[src/rtl/ascon_pack.sv]
// Shared types and constants for the ASCON-128 encryption controller.
// The round indices match the constant table used by the permutation.
package ascon_pack;

   localparam int NB_PT_BLOCKS_DEFAULT = 4;

   localparam logic [3:0] P12_FIRST_ROUND = 4'd0;
   localparam logic [3:0] P6_FIRST_ROUND  = 4'd6;
   localparam logic [3:0] LAST_ROUND      = 4'd11;

   typedef enum logic [3:0] {
      IDLE,
      LOAD,
      INIT,
      WAIT_AD,
      AD,
      WAIT_PT,
      PT,
      FINAL,
      END
   } ctrl_state_t;

   // A single-block message still needs a 1-bit block index.
   function automatic int block_width(input int nb_blocks);
      return (nb_blocks > 1) ? $clog2(nb_blocks) : 1;
   endfunction

endpackage

[src/rtl/round_counter.sv]
// Round-constant index for the permutation: loads the first round of p12 (0)
// or p6 (6), counts up while enabled and saturates at the last round (11).
module round_counter
   import ascon_pack::*;
(
   input  logic       clock_i,
   input  logic       reset_i,
   input  logic       load_i,
   input  logic       load_p6_i,
   input  logic       en_i,
   output logic [3:0] round_o,
   output logic       last_round_o
);

   logic [3:0] round_reg;
   logic [3:0] round_next;

   always_comb begin
      round_next = round_reg;
      if (load_i) begin
         round_next = load_p6_i ? P6_FIRST_ROUND : P12_FIRST_ROUND;
      end else if (en_i && (round_reg != LAST_ROUND)) begin
         round_next = round_reg + 4'd1;
      end
   end

   always_ff @(posedge clock_i) begin
      if (reset_i) begin
         round_reg <= P12_FIRST_ROUND;
      end else begin
         round_reg <= round_next;
      end
   end

   assign round_o      = round_reg;
   assign last_round_o = (round_reg == LAST_ROUND);

endmodule

[src/rtl/ascon_ctrl_fsm.sv]
// Sequencing controller for the ASCON-128 encryption datapath: walks the
// init, associated-data, plaintext and finalisation phases and decodes enables.
module ascon_ctrl_fsm
   import ascon_pack::*;
#(
   parameter  int NB_PT_BLOCKS = NB_PT_BLOCKS_DEFAULT,
   localparam int BLOCK_W      = block_width(NB_PT_BLOCKS)
)
(
   input  logic               clock_i,
   input  logic               reset_i,
   input  logic               start_i,
   input  logic               data_valid_i,
   output logic [3:0]         round_o,
   output logic [BLOCK_W-1:0] block_o,
   output logic               state_sel_o,
   output logic               perm_en_o,
   output logic               xor_data_begin_o,
   output logic               xor_key_begin_o,
   output logic               xor_key_end_o,
   output logic               xor_lsb_end_o,
   output logic               cipher_en_o,
   output logic               tag_en_o,
   output logic               cipher_valid_o,
   output logic               end_o,
   output logic               busy_o
);

   localparam logic [BLOCK_W-1:0] LAST_BLOCK = BLOCK_W'(NB_PT_BLOCKS - 1);

   ctrl_state_t        state_reg, state_next;
   logic [BLOCK_W-1:0] block_reg;
   logic               cipher_valid_reg;

   logic       cnt_load, cnt_load_p6, cnt_en;
   logic       blk_clr, blk_inc;
   logic [3:0] round_cnt;
   logic       last_round;

   round_counter u_round_counter (
      .clock_i      (clock_i),
      .reset_i      (reset_i),
      .load_i       (cnt_load),
      .load_p6_i    (cnt_load_p6),
      .en_i         (cnt_en),
      .round_o      (round_cnt),
      .last_round_o (last_round)
   );

   always_ff @(posedge clock_i) begin
      if (reset_i) begin
         state_reg        <= IDLE;
         block_reg        <= '0;
         cipher_valid_reg <= 1'b0;
      end else begin
         state_reg        <= state_next;
         cipher_valid_reg <= cipher_en_o;
         if (blk_clr) begin
            block_reg <= '0;
         end else if (blk_inc) begin
            block_reg <= block_reg + 1'b1;
         end
      end
   end

   // Next state and counter controls.
   always_comb begin
      state_next  = state_reg;
      cnt_load    = 1'b0;
      cnt_load_p6 = 1'b0;
      cnt_en      = 1'b0;
      blk_clr     = 1'b0;
      blk_inc     = 1'b0;
      unique case (state_reg)
         IDLE: begin
            if (start_i) begin
               state_next = LOAD;
               cnt_load   = 1'b1;
               blk_clr    = 1'b1;
            end
         end
         LOAD: begin
            state_next = INIT;
            cnt_load   = 1'b1;
         end
         INIT: begin
            cnt_en = 1'b1;
            if (last_round) state_next = WAIT_AD;
         end
         WAIT_AD: begin
            if (data_valid_i) begin
               state_next  = AD;
               cnt_load    = 1'b1;
               cnt_load_p6 = 1'b1;
            end
         end
         AD: begin
            cnt_en = 1'b1;
            if (last_round) begin
               state_next = WAIT_PT;
               blk_clr    = 1'b1;
            end
         end
         WAIT_PT: begin
            if (data_valid_i) begin
               cnt_load = 1'b1;
               if (block_reg != LAST_BLOCK) begin
                  state_next  = PT;
                  cnt_load_p6 = 1'b1;
               end else begin
                  state_next  = FINAL;
               end
            end
         end
         PT: begin
            cnt_en = 1'b1;
            if (last_round) begin
               state_next = WAIT_PT;
               blk_inc    = 1'b1;
            end
         end
         FINAL: begin
            cnt_en = 1'b1;
            if (last_round) state_next = END;
         end
         END: begin
            state_next = IDLE;
            cnt_load   = 1'b1;
         end
         default: state_next = IDLE;
      endcase
   end

   // Moore decode of datapath enables from state and round index.
   always_comb begin
      state_sel_o      = 1'b0;
      perm_en_o        = 1'b0;
      xor_data_begin_o = 1'b0;
      xor_key_begin_o  = 1'b0;
      xor_key_end_o    = 1'b0;
      xor_lsb_end_o    = 1'b0;
      cipher_en_o      = 1'b0;
      tag_en_o         = 1'b0;
      end_o            = 1'b0;
      unique case (state_reg)
         LOAD: begin
            state_sel_o = 1'b1;
            perm_en_o   = 1'b1;
         end
         INIT: begin
            perm_en_o     = 1'b1;
            xor_key_end_o = last_round;
         end
         AD: begin
            perm_en_o        = 1'b1;
            xor_data_begin_o = (round_cnt == P6_FIRST_ROUND);
            xor_lsb_end_o    = last_round;
         end
         PT: begin
            perm_en_o        = 1'b1;
            xor_data_begin_o = (round_cnt == P6_FIRST_ROUND);
            cipher_en_o      = (round_cnt == P6_FIRST_ROUND);
         end
         FINAL: begin
            perm_en_o        = 1'b1;
            xor_data_begin_o = (round_cnt == P12_FIRST_ROUND);
            cipher_en_o      = (round_cnt == P12_FIRST_ROUND);
            xor_key_begin_o  = (round_cnt == P12_FIRST_ROUND);
            xor_key_end_o    = last_round;
            tag_en_o         = last_round;
         end
         END: begin
            end_o = 1'b1;
         end
         default: ;
      endcase
   end

   // Counters keep their values internally; IDLE presents zeros outward.
   assign round_o        = (state_reg == IDLE) ? 4'd0 : round_cnt;
   assign block_o        = (state_reg == IDLE) ? '0 : block_reg;
   assign cipher_valid_o = cipher_valid_reg;
   assign busy_o         = (state_reg != IDLE);

endmodule

[config.mk]
export PLATFORM = sky130hd
export DESIGN_NAME = ascon_ctrl_fsm
export DESIGN_NICKNAME = d
export VERILOG_FILES = /design/src/rtl/ascon_pack.sv /design/src/rtl/round_counter.sv /design/src/rtl/ascon_ctrl_fsm.sv
export SDC_FILE = /design/constraint.sdc
export NUM_CORES = 1
export LEC_CHECK = 0
export BUFFER_PORTS_ARGS = -buffer_cell sky130_fd_sc_hd__buf_2
export CAP_MARGIN = 40
export CORE_MARGIN = 2
export CORE_UTILIZATION = 40
export CTS_CLUSTER_SIZE = 20
export DETAILED_ROUTE_END_ITERATION = 8
export GPL_TIMING_DRIVEN = 0
export MAX_ROUTING_LAYER = met4
export PLACE_DENSITY_LB_ADDON = 0.05
export SKIP_LAST_GASP = 1
export SLEW_MARGIN = 25
export SYNTH_ARGS = -nofsm -noshare
export SYNTH_HDL_FRONTEND = slang
export SYNTH_SLANG_ARGS = --single-unit
[constraint.sdc]
create_clock -name clock_i -period 3.3 [get_ports clock_i]
set_input_delay 0.495 -clock clock_i [delete_from_list [all_inputs] [get_ports clock_i]]
set_output_delay 0.495 -clock clock_i [all_outputs]
set_load 0.02 [all_outputs]
==> flow_metrics.tcl <==
set metrics [dict create \
    cts.sinks 11 \
    cts.clk_slew.worst_paths_ns 0.08 \
    ant_nets 0 \
    slew_viol_final 0 \
    drv_cap 0 \
    powerDensity_mw_per_mm2 734.2 \
    post-route-worst-setup-slack_ns 0.9648 \
    seq_area_frac_synth 0.2566 \
    grt_pass1_wl_mm 3.746 \
    outcome "finished, final reports clean" \
    synth_cell_types 43 \
    layout.cells.most_common_list "25 x buf_2, 12 x nor2_1, 11 x dfxtp_1, 8 x inv_1, 7 x nor3_1" \
    fmax_mhz 428.2 \
    io_pins 21 \
    switching_share 0.4957 \
    worst_slew_pin_slew_ns 0.5276 \
    synth_warnings 0 \
    synth_fp_nets 117 \
    post_cts_resized 0 \
    syn_inst 109 \
    post_cts_buffers 0 \
    drc_errors 0 \
    rows 16 \
    finalClockSkew_ns 0.002769 \
    worst_ir_drop_vdd_mv 0.3206 \
    hold_violations 0 \
    arrival_ns 1.84 \
    via_per_inst 5.435 \
    synth_area_um2 858.3 \
    p_int_uw 378.9 \
    io_buffers 20 \
    crit_type "register to output pin" \
    vias 875 \
    setup_viol 0 \
    dieArea_mm2 0.002532 \
    hold_path_class "input pin to register" \
    wl_per_cell_um 13.97 \
    p_leak_uw 0.0004643 \
    period_share 0.7076 \
    syn2layout_area_growth_pct 19.24 \
    synth-edff-count 0 \
    layout-drive-gt1-share 0.2687 \
    tritoncts "yes" \
    wl_mm 2.249 \
    gr-total-overflow 0 \
    drt_first_pass_iters 4 \
    cts_buffer_depth 2 \
    clk-insertion-delay-late_ns 0.27 \
    seq_area_um2 220.2 \
    period_needed_ns 2.335 \
    core_mm2 0.002002 \
    power_switching_uw 372.5 \
    die_x_um 50.32 \
    cts-root-buf "clkbuf_4" \
    grt_pass1_vias 807 \
    die_h_um 50.32 \
    fin_tns_setup_ns 0 \
    pwr-share-comb 0.644 \
    nFillCells 217 \
    path_max_fanout 9 \
    required_ns 2.80 \
    numCtsBuffers 3 \
    diodes 0 \
    ys_ff_latch 11 \
    final_util 0.5113 \
    synth.avg_cell_area_um2 7.875 \
    slew_headroom 0.6483 \
    async_flop_share 0 \
    hpwl_mm 1.681 \
    final_common_cell "buf_2" \
    place_ws_ns 1.322 \
    multi_input_comb_area_um2 554.3 \
    p_clk_frac 0.127 \
    start_kind "register" \
    antenna_found_initial 0 \
    grtUsageTotal 0.1980 \
    endpoint_kind "output pin" \
    nets 143 \
    ctsHoldBuffers 0 \
    cts-htree-levels 1 \
    gp_congestion 0.9098 \
    drtIter0Drc 33 \
    synth-main-ff-cell "dfxtp_1" \
    p_seq_frac 0.229 \
    start_util 0.4287 \
    grt_setup_unrepaired "no" \
    grt_start_max_net_pins 11 \
]
## path summary, 6_finish.rpt
kind,from,end,slack (ns),cells after the start
setup / recovery,state_reg[1],cipher_en_o,0.96,7
hold / removal,reset_i,state_reg[2],0.51,2
setup reg to reg,u_round_counter.round_o[1],state_reg[1],1.63,5
hold reg to reg,block_reg[1],block_reg[1],0.53,2
## logic make-up (layout without fill, tap and decap cells)
| group | Yosys count | after routing | synth area share |
|---|---|---|---|
| and+or+nand+nor | 50 | 50 | 0.3397 |
| AOI/OAI and AO/OA | 21 | 21 | 0.1720 |
| buffers and inverters | 16 | 41 | 0.09767 |
| DFF | 11 | 11 | 0.2566 |
| adders and majority gates | 5 | 5 | 0.06997 |
| xor gates and xnor gates | 4 | 4 | 0.04082 |
| muxes | 2 | 2 | 0.02332 |
## routing by layer
metal,vias to the layer above,global-route usage,routed length [µm]
met1,400,0.2669,1074
met4,0,0.05405,20
met2,31,0.3114,1010
met5,-,-,0
li1,440,-,-
met3,4,0.02679,144
## critical path, cell delays in order (launching register included)
cell	delay (ns)
dfxtp_1	0.33
buf_6	0.12
inv_1	0.13
nor4b_1	0.27
nand3_1	0.15
a21oi_1	0.26
and2_1	0.17
buf_2	0.15
## area by class of cell
| class | instances | area share |
|---|---|---|
| Buffer | 8 | 0.05257 |
| Clock buffer | 4 | 0.02567 |
| Inverter | 8 | 0.02934 |
| Multi-Input combinational cell | 82 | 0.5416 |
| Sequential cell | 11 | 0.2152 |
| Tap cell | 27 | 0.03301 |
| Timing Repair Buffer | 21 | 0.1027 |
## Yosys cell counts, drive strengths merged, types with 2 or more instances
| library cell | n | area (µm²) |
|---|---|---|
| a21oi | 6 | 33.78 |
| a31oi | 2 | 12.51 |
| and2b | 2 | 15.01 |
| buf | 7 | 50.05 |
| dfxtp | 11 | 220.2 |
| ha | 4 | 50.05 |
| inv | 8 | 30.03 |
| mux2i | 2 | 20.02 |
| nand2 | 4 | 15.01 |
| nand3 | 3 | 15.01 |
| nand4 | 3 | 18.77 |
| nor2 | 12 | 45.04 |
| nor2b | 5 | 31.28 |
| nor3 | 9 | 61.31 |
| nor4 | 3 | 18.77 |
| nor4b | 2 | 17.52 |
| o21ai | 4 | 20.01 |
| o31ai | 2 | 20.02 |
| xnor2 | 3 | 26.28 |
## power groups by stage
| stage | clock network (µW) | registers, µW | logic, µW |
|---|---|---|---|
| 2_1_floorplan | 0 | 172 | 363 |
| 3_3_place_gp | 0 | 175 | 466 |
| 3_5_place_dp | 0 | 175 | 481 |
| 4_1_cts | 97.2 | 172 | 482 |
| 5_1_grt | 104 | 175 | 539 |
| 6_report | 95.8 | 172 | 484 |
## through the flow
step	total power (µW)	hold slack, ns	instances	cell area [µm²]
after floorplan	534.9	0.4791	109	858.3
after global placement	640.5	0.5110	156	992.2
after detailed placement	655.9	0.5246	157	997.2
after CTS	751.6	0.5114	161	1023
after global routing	818.4	0.5131	161	1023
final	751.4	0.5089	161	1023
Note: power is estimated with default switching activity, not from simulation.
